**src/rtl/ooo_hazard_ctrl_n_if.sv**
```systemverilog
// Hazard-control bus for ooo_hazard_ctrl_n.
// Carries the decode/issue/commit/fetch status inputs and the stall, flush
// and redirect outputs. master = environment (drives status), slave = the
// hazard controller.
interface ooo_hazard_ctrl_n_if #(
  parameter int NUM_FU = 4,
  parameter int WORD_W = 32
);
  logic [NUM_FU-1:0] fu_req;
  logic [NUM_FU-1:0] fu_busy;
  logic              data_hazard;
  logic              rob_full;
  logic              i_mem_busy;
  logic              d_mem_busy;
  logic              mispredict;
  logic [WORD_W-1:0] brj_addr;
  logic              exception;
  logic [WORD_W-1:0] epc;
  logic              intr;

  logic [NUM_FU-1:0] stall_fu;
  logic              stall_de;
  logic              pc_en;
  logic              if_id_flush;
  logic              id_ex_flush;
  logic              ex_comm_flush;
  logic [1:0]        npc_sel;
  logic [WORD_W-1:0] redirect_pc;
  logic              intr_taken;
  logic [31:0]       stall_cnt;
  logic [15:0]       flush_cnt;

  modport master (
    output fu_req, fu_busy, data_hazard, rob_full, i_mem_busy, d_mem_busy,
           mispredict, brj_addr, exception, epc, intr,
    input  stall_fu, stall_de, pc_en, if_id_flush, id_ex_flush, ex_comm_flush,
           npc_sel, redirect_pc, intr_taken, stall_cnt, flush_cnt
  );

  modport slave (
    input  fu_req, fu_busy, data_hazard, rob_full, i_mem_busy, d_mem_busy,
           mispredict, brj_addr, exception, epc, intr,
    output stall_fu, stall_de, pc_en, if_id_flush, id_ex_flush, ex_comm_flush,
           npc_sel, redirect_pc, intr_taken, stall_cnt, flush_cnt
  );
endinterface

```
**src/rtl/ooo_hazard_ctrl_n.sv**
```systemverilog
// ooo_hazard_ctrl_n: central hazard/flush controller for NUM_FU scalar FUs.
// Generates per-FU issue stalls, decode stall and fetch enable; sequences
// recovery RUN -> (DRAIN) -> FLUSH x FLUSH_HOLD -> REDIRECT -> RUN.
// Commit exceptions take priority over (and preempt) mispredict recovery.
// Ports: CLK, RST (sync, active-high), hz (ooo_hazard_ctrl_n_if.slave).
// Optional: define OOO_HAZARD_PERF_EN to build the saturating stall_cnt /
// flush_cnt performance counters; otherwise both read as 0.

// Per-FU stall cell: request/busy conflict, or forced during recovery.
module ooo_hazard_fu_lane (
  input  logic req,
  input  logic busy,
  input  logic force_stall,
  output logic stall
);
  assign stall = force_stall | (req & busy);
endmodule

module ooo_hazard_ctrl_n #(
  parameter int NUM_FU     = 4,
  parameter int FLUSH_HOLD = 2,
  parameter int WORD_W     = 32
) (
  input logic                CLK,
  input logic                RST,
  ooo_hazard_ctrl_n_if.slave hz
);
  typedef enum logic [1:0] {S_RUN, S_DRAIN, S_FLUSH, S_REDIRECT} state_t;

  localparam logic [3:0] HOLD_INIT = 4'(FLUSH_HOLD - 1);

  state_t            state, state_nx;
  logic              kind_priv, kind_priv_nx;
  logic [3:0]        hold, hold_nx;
  logic [WORD_W-1:0] rpc, rpc_nx;

  logic              force_stall;
  logic [NUM_FU-1:0] lane_stall;
  logic              stall_de_c, pc_en_c, fl_front_c, fl_rob_c, intr_tk_c;
  logic [1:0]        npc_sel_c;

  for (genvar i = 0; i < NUM_FU; i++) begin : g_lane
    ooo_hazard_fu_lane u_lane (
      .req        (hz.fu_req[i]),
      .busy       (hz.fu_busy[i]),
      .force_stall(force_stall),
      .stall      (lane_stall[i])
    );
  end

  always_ff @(posedge CLK) begin
    if (RST) begin
      state     <= S_RUN;
      kind_priv <= 1'b0;
      hold      <= '0;
      rpc       <= '0;
    end else begin
      state     <= state_nx;
      kind_priv <= kind_priv_nx;
      hold      <= hold_nx;
      rpc       <= rpc_nx;
    end
  end

  always_comb begin
    state_nx     = state;
    kind_priv_nx = kind_priv;
    hold_nx      = hold;
    rpc_nx       = rpc;
    force_stall  = 1'b1;
    stall_de_c   = 1'b1;
    pc_en_c      = 1'b0;
    fl_front_c   = 1'b0;
    fl_rob_c     = 1'b0;
    npc_sel_c    = 2'd0;
    intr_tk_c    = 1'b0;
    case (state)
      S_RUN: begin
        force_stall = 1'b0;
        stall_de_c  = (|lane_stall) | hz.data_hazard | hz.rob_full;
        pc_en_c     = ~stall_de_c & ~hz.i_mem_busy;
        if (hz.exception) begin
          rpc_nx = hz.epc;  kind_priv_nx = 1'b1;  state_nx = S_DRAIN;
        end else if (hz.mispredict) begin
          rpc_nx = hz.brj_addr;  kind_priv_nx = 1'b0;
          state_nx = S_FLUSH;  hold_nx = HOLD_INIT;
        end else if (hz.intr) begin
          intr_tk_c = 1'b1;
          rpc_nx = hz.epc;  kind_priv_nx = 1'b1;  state_nx = S_DRAIN;
        end
      end
      // Wait for outstanding data-memory traffic before flushing the ROB.
      S_DRAIN: begin
        if (!hz.d_mem_busy) begin
          state_nx = S_FLUSH;  hold_nx = HOLD_INIT;
        end
      end
      S_FLUSH: begin
        fl_front_c = 1'b1;
        fl_rob_c   = kind_priv;
        if (hz.exception && !kind_priv) begin
          // Older commit fault overrides the younger mispredict recovery.
          rpc_nx = hz.epc;  kind_priv_nx = 1'b1;  state_nx = S_DRAIN;
        end else if (hold == 4'd0) begin
          state_nx = S_REDIRECT;
        end else begin
          hold_nx = hold - 4'd1;
        end
      end
      default: begin // S_REDIRECT
        pc_en_c   = 1'b1;
        npc_sel_c = kind_priv ? 2'd2 : 2'd1;
        if (hz.exception && !kind_priv) begin
          rpc_nx = hz.epc;  kind_priv_nx = 1'b1;  state_nx = S_DRAIN;
        end else begin
          state_nx = S_RUN;
        end
      end
    endcase
  end

  // Reset holds every output low, including the combinational RUN terms.
  assign hz.stall_fu      = RST ? '0 : lane_stall;
  assign hz.stall_de      = ~RST & stall_de_c;
  assign hz.pc_en         = ~RST & pc_en_c;
  assign hz.if_id_flush   = ~RST & fl_front_c;
  assign hz.id_ex_flush   = ~RST & fl_front_c;
  assign hz.ex_comm_flush = ~RST & fl_rob_c;
  assign hz.npc_sel       = RST ? 2'd0 : npc_sel_c;
  assign hz.redirect_pc   = RST ? '0 : rpc;
  assign hz.intr_taken    = ~RST & intr_tk_c;

`ifdef OOO_HAZARD_PERF_EN
  logic [31:0] stall_cnt_q;
  logic [15:0] flush_cnt_q;

  always_ff @(posedge CLK) begin
    if (RST) begin
      stall_cnt_q <= '0;
      flush_cnt_q <= '0;
    end else begin
      if (state == S_RUN && stall_de_c && stall_cnt_q != 32'hFFFF_FFFF)
        stall_cnt_q <= stall_cnt_q + 32'd1;
      if (state == S_REDIRECT && flush_cnt_q != 16'hFFFF)
        flush_cnt_q <= flush_cnt_q + 16'd1;
    end
  end

  assign hz.stall_cnt = stall_cnt_q;
  assign hz.flush_cnt = flush_cnt_q;
`else
  assign hz.stall_cnt = 32'd0;
  assign hz.flush_cnt = 16'd0;
`endif
endmodule

```
**src/flat_wrapper.sv**
```systemverilog
// flat-port wrapper written by rule: the top's interface ports become plain ports
module ooo_hazard_ctrl_n_flat 
#(
  parameter int NUM_FU     = 4,
  parameter int FLUSH_HOLD = 2,
  parameter int WORD_W     = 32
)
  (CLK, RST, hz_fu_req, hz_fu_busy, hz_data_hazard, hz_rob_full, hz_i_mem_busy, hz_d_mem_busy, hz_mispredict, hz_brj_addr, hz_exception, hz_epc, hz_intr, hz_stall_fu, hz_stall_de, hz_pc_en, hz_if_id_flush, hz_id_ex_flush, hz_ex_comm_flush, hz_npc_sel, hz_redirect_pc, hz_intr_taken, hz_stall_cnt, hz_flush_cnt);
  ooo_hazard_ctrl_n_if #(.NUM_FU(NUM_FU), .WORD_W(WORD_W)) hz_i ();
  input logic CLK;
  input logic RST;
  input wire logic [$bits(hz_i.fu_req)-1:0] hz_fu_req;
  input wire logic [$bits(hz_i.fu_busy)-1:0] hz_fu_busy;
  input wire logic [$bits(hz_i.data_hazard)-1:0] hz_data_hazard;
  input wire logic [$bits(hz_i.rob_full)-1:0] hz_rob_full;
  input wire logic [$bits(hz_i.i_mem_busy)-1:0] hz_i_mem_busy;
  input wire logic [$bits(hz_i.d_mem_busy)-1:0] hz_d_mem_busy;
  input wire logic [$bits(hz_i.mispredict)-1:0] hz_mispredict;
  input wire logic [$bits(hz_i.brj_addr)-1:0] hz_brj_addr;
  input wire logic [$bits(hz_i.exception)-1:0] hz_exception;
  input wire logic [$bits(hz_i.epc)-1:0] hz_epc;
  input wire logic [$bits(hz_i.intr)-1:0] hz_intr;
  output wire logic [$bits(hz_i.stall_fu)-1:0] hz_stall_fu;
  output wire logic [$bits(hz_i.stall_de)-1:0] hz_stall_de;
  output wire logic [$bits(hz_i.pc_en)-1:0] hz_pc_en;
  output wire logic [$bits(hz_i.if_id_flush)-1:0] hz_if_id_flush;
  output wire logic [$bits(hz_i.id_ex_flush)-1:0] hz_id_ex_flush;
  output wire logic [$bits(hz_i.ex_comm_flush)-1:0] hz_ex_comm_flush;
  output wire logic [$bits(hz_i.npc_sel)-1:0] hz_npc_sel;
  output wire logic [$bits(hz_i.redirect_pc)-1:0] hz_redirect_pc;
  output wire logic [$bits(hz_i.intr_taken)-1:0] hz_intr_taken;
  output wire logic [$bits(hz_i.stall_cnt)-1:0] hz_stall_cnt;
  output wire logic [$bits(hz_i.flush_cnt)-1:0] hz_flush_cnt;
  assign hz_i.fu_req = hz_fu_req;
  assign hz_i.fu_busy = hz_fu_busy;
  assign hz_i.data_hazard = hz_data_hazard;
  assign hz_i.rob_full = hz_rob_full;
  assign hz_i.i_mem_busy = hz_i_mem_busy;
  assign hz_i.d_mem_busy = hz_d_mem_busy;
  assign hz_i.mispredict = hz_mispredict;
  assign hz_i.brj_addr = hz_brj_addr;
  assign hz_i.exception = hz_exception;
  assign hz_i.epc = hz_epc;
  assign hz_i.intr = hz_intr;
  assign hz_stall_fu = hz_i.stall_fu;
  assign hz_stall_de = hz_i.stall_de;
  assign hz_pc_en = hz_i.pc_en;
  assign hz_if_id_flush = hz_i.if_id_flush;
  assign hz_id_ex_flush = hz_i.id_ex_flush;
  assign hz_ex_comm_flush = hz_i.ex_comm_flush;
  assign hz_npc_sel = hz_i.npc_sel;
  assign hz_redirect_pc = hz_i.redirect_pc;
  assign hz_intr_taken = hz_i.intr_taken;
  assign hz_stall_cnt = hz_i.stall_cnt;
  assign hz_flush_cnt = hz_i.flush_cnt;
  ooo_hazard_ctrl_n #(.NUM_FU(NUM_FU), .FLUSH_HOLD(FLUSH_HOLD), .WORD_W(WORD_W)) u_core (.CLK(CLK), .RST(RST), .hz(hz_i));
endmodule
```
**config.mk**
```make
export PLATFORM = sky130hd
export DESIGN_NAME = ooo_hazard_ctrl_n_flat
export DESIGN_NICKNAME = d
export VERILOG_FILES = /design/src/rtl/ooo_hazard_ctrl_n_if.sv /design/src/rtl/ooo_hazard_ctrl_n.sv /design/src/flat_wrapper.sv
export SDC_FILE = /design/constraint.sdc
export NUM_CORES = 1
export LEC_CHECK = 0
export BUFFER_PORTS_ARGS = -buffer_cell sky130_fd_sc_hd__buf_2
export CAP_MARGIN = 0
export CORE_UTILIZATION = 43
export DETAILED_ROUTE_END_ITERATION = 8
export PLACE_DENSITY_LB_ADDON = 0.15
export SYNTH_ARGS = -nofsm -noshare
export SYNTH_HDL_FRONTEND = slang
export SYNTH_SLANG_ARGS = --single-unit
```
**constraint.sdc**
```tcl
create_clock -name CLK -period 2.1 [get_ports CLK]
set_input_delay 0.21 -clock CLK [delete_from_list [all_inputs] [get_ports CLK]]
set_output_delay 0.21 -clock CLK [all_outputs]
set_load 0.01 [all_outputs]
```
Word-level counts from Yosys, hierarchy flattened

Cells that the tools add are included.
Widths: inputs -> output; s select.

Input port bits: 81
Logic and storage cells: 84
Output and inout port bits: 92
Register bits after elaboration: 39

Reduce and logical (&&, ||, !) cells: 12
Multiplexer cells: 38
Equality and inequality tests: 9
Add/subtract/negate cells: 1
Bitwise operators: 20

Operators with widths:

| cell                | count |
|---|---|
| $mux 32             | 5 |
| $pmux 32 s2         | 1 |
| $mux 4              | 6 |
| $mux 2              | 9 |
| $mux 1              | 13 |
| $pmux 4 s3          | 1 |
| $and 1x1->1         | 10 |
| $ne 2x2->1 const B  | 5 |
| $or 1x1->1          | 6 |
| $pmux 2 s3          | 1 |
| $reduce_and 3->1    | 2 |
| $reduce_and 6->1    | 1 |
| $logic_not 4->1     | 1 |
| $ne 4x4->1 const B  | 1 |
| $not 1->1           | 4 |
| $pmux 1 s2          | 2 |
| $reduce_or 4->1     | 1 |
| $sub 4x1->4 const B | 1 |
| $ne 3x1->1 const B  | 1 |
| $reduce_bool 3->1   | 1 |
| $reduce_or 3->1     | 1 |
| $eq 2x1->1 const B  | 1 |
| $eq 2x2->1 const B  | 1 |
| $logic_not 2->1     | 1 |
| 4 further kinds     | 4 |

Longest topological paths before layout

Word-level depth: 10
Depth in mapped cells: 9
Gate-level depth less buffers: 7

By module

Synthesis repeated with hierarchy kept, for this count alone.

Cells, all modules: 356
Area total of the unflattened synthesis: 2,693.8 µm²

By module, submodules not included:

| module             | sequential area each (µm²) | cells each | area each (µm²) | times used |
|---|---|---|---|---|
| ooo_hazard_ctrl_n  | 780.7                      | 352        | 2,663.8         | 1 |
| ooo_hazard_fu_lane | 0.0                        | 1          | 7.5             | 4 |

Worst setup path after synthesis

Ideal clock, no wire load.

Path kind: reg-to-reg
Start point: reg u_core.state[1]
End point: reg u_core.hold[3]
Library setup time: 0.070 ns
Stages on the path, launching flop included: 7
Clock period less this slack: 1.787 ns
Path buffers: 1
Arrival: 1.716 ns
Setup slack: 0.313 ns
Required time: 2.030 ns
Cell sequence: dfxtp_1 inv_1 ha_1 buf_2 a221o_1 or4_1 a21oi_1

Word-level cells in the longest chain between the ends: 3
Elaborated cells on any way between the ends: 11
Those cells by class: 7 x eq/ne; 1 x mux; 3 x reduce/logical

Ends and longest elaborated chain:

| what                                                             | line                    | source |
|---|---|---|
| start: declaration                                               | ooo_hazard_ctrl_n.sv:32 | `state_t state, state_nx;` |
| start signal: assignment                                         | ooo_hazard_ctrl_n.sv:58 | `state <= state_nx;` |
| $eq 2x2->1 (tied with other cells)                               | ooo_hazard_ctrl_n.sv:77 | `case (state)` |
| $ne 2x2->1 (no source line) or $reduce_bool 3->1 (tied branches) | -                       |  |
| $reduce_and 6->1 (no source line)                                | -                       |  |
| end signal: assignment                                           | ooo_hazard_ctrl_n.sv:60 | `hold <= hold_nx;` |
| end: declaration                                                 | ooo_hazard_ctrl_n.sv:34 | `logic [3:0] hold, hold_nx;` |

Parallel ways exist; a longest one is shown, timed or not.
A chain may end at the register's enable or synchronous reset.

Worst setup path in the final report

Start point: reg u_core.state[1]
End point: out hz_pc_en

Word-level cells in the longest chain between the ends: 10
Elaborated cells on any way between the ends: 16
Those cells by class: 2 x eq/ne; 2 x mux; 9 x bitwise; 3 x reduce/logical

Ends and longest elaborated chain:

| what                    | line                     | source |
|---|---|---|
| $logic_not 2->1         | ooo_hazard_ctrl_n.sv:77  |  |
| $mux 1                  | ooo_hazard_ctrl_n.sv:77  |  |
| $or 1x1->1              | ooo_hazard_ctrl_n.sv:16  | `assign stall = force_stall \| (req & busy);` |
| $reduce_or 4->1         | ooo_hazard_ctrl_n.sv:80  | `stall_de_c = (\|lane_stall) \| hz.data_hazard \| hz.rob_full;` |
| $or 1x1->1 (2 in a row) | ooo_hazard_ctrl_n.sv:80  |  |
| $not 1->1               | ooo_hazard_ctrl_n.sv:81  | `pc_en_c = ~stall_de_c & ~hz.i_mem_busy;` |
| $and 1x1->1             | ooo_hazard_ctrl_n.sv:81  |  |
| $pmux 1 s2 (*)          | ooo_hazard_ctrl_n.sv:77  |  |
| $and 1x1->1 (*)         | ooo_hazard_ctrl_n.sv:125 | `assign hz.pc_en = ~RST & pc_en_c;` |
| end: declaration        | flat_wrapper.sv:25       | `output wire logic [$bits(hz_i.pc_en)-1:0] hz_pc_en;` |

Every way passes the cells marked *; elsewhere a longest branch is shown, timed or not.

==> qor.csv <==
metric,value,unit
ys_ff_latch,39,
end_kind,output pin,
core,5960,µm²
status,finished clean,
regToRegEndpoint,u_core.rpc[6]$_SDFFE_PP0P_,
grt_pass1_wl,8250,µm
hold_depth,3,
initial_core_util,44.9,%
tightest_slew,577,ps
drive_above_1_share,36.0,%
max-vdd-ir-drop,733,µV
rsz0062_at_grt,false,
rr_startpoint,u_core.state[1]$_SDFFE_PP0P_,
cts_tree,done,
r2r_slack,250,ps
finalHoldViolCount,0,
drtIter0Drc,58,
cp_data_arrival_time,1730,ps
routed-via-count,2333,
holdCritStartpoint,hz_brj_addr[25],
placed_area,3190,µm²
start_kind,flop,
ant_nets,0,
diodes,0,
routedWlPerCell,10.5,µm
syn-instance-count,311,
area_delta_synth_final,24.2,%
seq_area,781,µm²
boundaryPins,173,
fillers,569,
setup-tns-final,0,ps
power,3.91,mW
grt_pass1_vias,1885,
setup_viol,0,
grt_use_total,16.2,%
grt_max_degree,52,
gp_congestion,0.826,
drc,0,
hold_end,u_core.rpc[25]$_SDFFE_PP0P_,
multi_input_area,1580,µm²
drv_cap,0,
cts_buffer_depth,2,
synthArstFlopShare,0,%
crit_buf_inv,2,
yosysSeqAreaShare,29.2,%
slew_violations,0,
switching_share,39.1,%
hold_path_class,input pin to flop,
combPwrFrac,52.8,%
ys.flop_type,dfxtp_1,
globalRouteOverflowTotal,0,
clock-sinks,39,
worst-path-max-fanout,7,
antenna_found_initial,0,
post-route-period-util,92.4,%
fin_nets,514,
crit_chain,"inv_1, ha_2, a21boi_1, nand3_1, o22a_1, nor2_1, buf_2",
firstDrtPassIters,5,
cpPeakStageDelay,370,ps
cts_max_level,2,
clk_pin_slew,80,ps
critPathTopFamily,compound AO/OA/AOI/OAI gates,
hold_buffers,0,
seqPwrFrac,30.7,%
ys_warn_count,0,
internal-power,2.38,mW
p_clk_share,16.4,%
fin_skew,4.72,ps
std_cell_rows,28,
routed_via_density,4.64,
powerDensity,1180,nW/µm²
synth_area_per_cell,8.59,µm²
p_leak,1.80,nW
crit_type,flop to output pin,
clk_latency,290,ps
cts_buffers,5,
fmax,0.516,GHz
cp.required,1890,ps
power_switching,1.53,mW
fp.dieH,80.8,µm
period_needed,1940,ps
ys_types,37,
die-area,6530,µm²
wl,5310,µm
synth_edf_count,0,
dpl.hpwl,4100,µm
crit_slowest_cell,dfxtp_1,
r2r_cells,8,
relSlewSlack,61.5,%
cts_root_buffer,clkbuf_8,
netlist_area,2670,µm²
finalInstanceArea,3320,µm²
portBuffers,124,
die_w,80.8,µm
## synth_stat cells, drive strengths merged (2+ instances only)
master / count / area [µm²]
clkbuf: 7 / 26.3
mux2i: 33 / 330
a31oi: 2 / 12.5
nor2: 41 / 154
nand3b: 2 / 15.0
nor2b: 32 / 200
nand3: 2 / 10.0
nand2b: 4 / 25.0
a221oi: 2 / 23.8
and2: 2 / 12.5
ha: 6 / 75.1
dfxtp: 39 / 781
nand2: 5 / 18.8
o21a: 2 / 15.0
a211oi: 35 / 318
a21oi: 10 / 50.1
nor3: 3 / 20.0
o21ai: 3 / 15.0
buf: 63 / 448
inv: 5 / 18.8
o31ai: 2 / 15.0
## area by class of cell
type | instances | share of cell area [%]
Clock buffer | 6 | 2.49
Clock inverter | 2 | 1.06
Inverter | 5 | 0.566
Multi-Input combinational cell | 244 | 47.8
Sequential cell | 39 | 23.5
Tap cell | 75 | 2.83
Timing Repair Buffer | 132 | 21.8
## what timing repair did
item	4_1_cts	5_1_grt
setup buffers	0	0
setup endpoints to repair	0	5
resized for setup	0	3
## through the flow
| stage | hold slack (ps) | util, % | worst slack (ps) | std cells |
|---|---|---|---|---|
| 2_1_floorplan | 444 | - | 313 | 358 |
| 3_3_place_gp | 469 | 53.6 | 227 | 495 |
| 3_5_place_dp | 480 | 53.6 | 131 | 495 |
| 4_1_cts | 243 | 55.6 | 38.7 | 503 |
| 5_1_grt | 246 | 55.7 | 35.2 | 503 |
| 6_report | 251 | 55.7 | 160 | 503 |
## how the worst max path moves through the flow
| stage | to | startpoint | cells past startpoint |
|---|---|---|---|
| after floorplan | u_core.hold[3]$_SDFFE_PP0P_ | u_core.state[1]$_SDFFE_PP0P_ | 6 |
| after global placement | u_core.rpc[7]$_SDFFE_PP0P_ | u_core.state[1]$_SDFFE_PP0P_ | 8 |
| after detailed placement | u_core.rpc[6]$_SDFFE_PP0P_ | u_core.state[1]$_SDFFE_PP0P_ | 8 |
| after CTS | hz_pc_en | u_core.state[1]$_SDFFE_PP0P_ | 7 |
| after global routing | hz_pc_en | u_core.state[1]$_SDFFE_PP0P_ | 7 |
| final | hz_pc_en | u_core.state[1]$_SDFFE_PP0P_ | 7 |
## routing by layer
metal | share of wire, % | global-route usage (%)
met1 | 43 | 19.0
met2 | 49 | 28.4
met3 | 6.3 | 4.38
met4 | 1.3 | 5.00
met5 | 0 | 0
## power groups by stage
stage	sequential [mW]	combinational (mW)	clock [mW]
after floorplan	1.18	1.61	0
after global placement	1.21	2.04	0
after detailed placement	1.22	2.07	0
after CTS	1.20	2.07	0.671
after global routing	1.24	2.30	0.712
final	1.20	2.07	0.643
## cell usage in the layout, fill, tap and decap left out, types with 2 or more instances in the layout
cell type / instances
nand2b_1: 4
nor2_1: 41
buf_4: 4
nand3_1: 2
dfxtp_1: 39
o21a_1: 2
a211oi_1: 24
o21ai_0: 3
a31oi_1: 2
clkbuf_8: 6
buf_2: 124
nand2_1: 5
mux2i_1: 33
nor3_1: 2
inv_1: 5
buf_12: 3
nor2b_1: 32
and2_1: 2
ha_1: 5
a211oi_2: 10
conb_1: 48
nand3b_1: 2
a21oi_1: 10
o31ai_1: 2
## kinds of logic after synthesis
kind of cell	share of synthesized area, %
multiplexers	12.8
buffers and inverters	18.5
AND/OR/NAND/NOR	18.5
adder cells (fa/ha/maj)	2.81
AO/OA/AOI/OAI	18.1
flip-flops	29.2
other	0.140
## flip-flops by register name, indices dropped and copies added (netlist names)
name              cells
u_core.hold           4
u_core.state          2
u_core.kind_priv      1
u_core.rpc           32
## worst reg2reg max path, cell delays in order (launching register included)
cell      delay, ps
dfxtp_1         440
inv_1           110
ha_2            230
nand2b_1        120
nor3_2           70
a211oi_4        260
buf_6           250
nor2_1           60
a211oi_1        210
No activity file was read; power rests on OpenSTA's default activity.
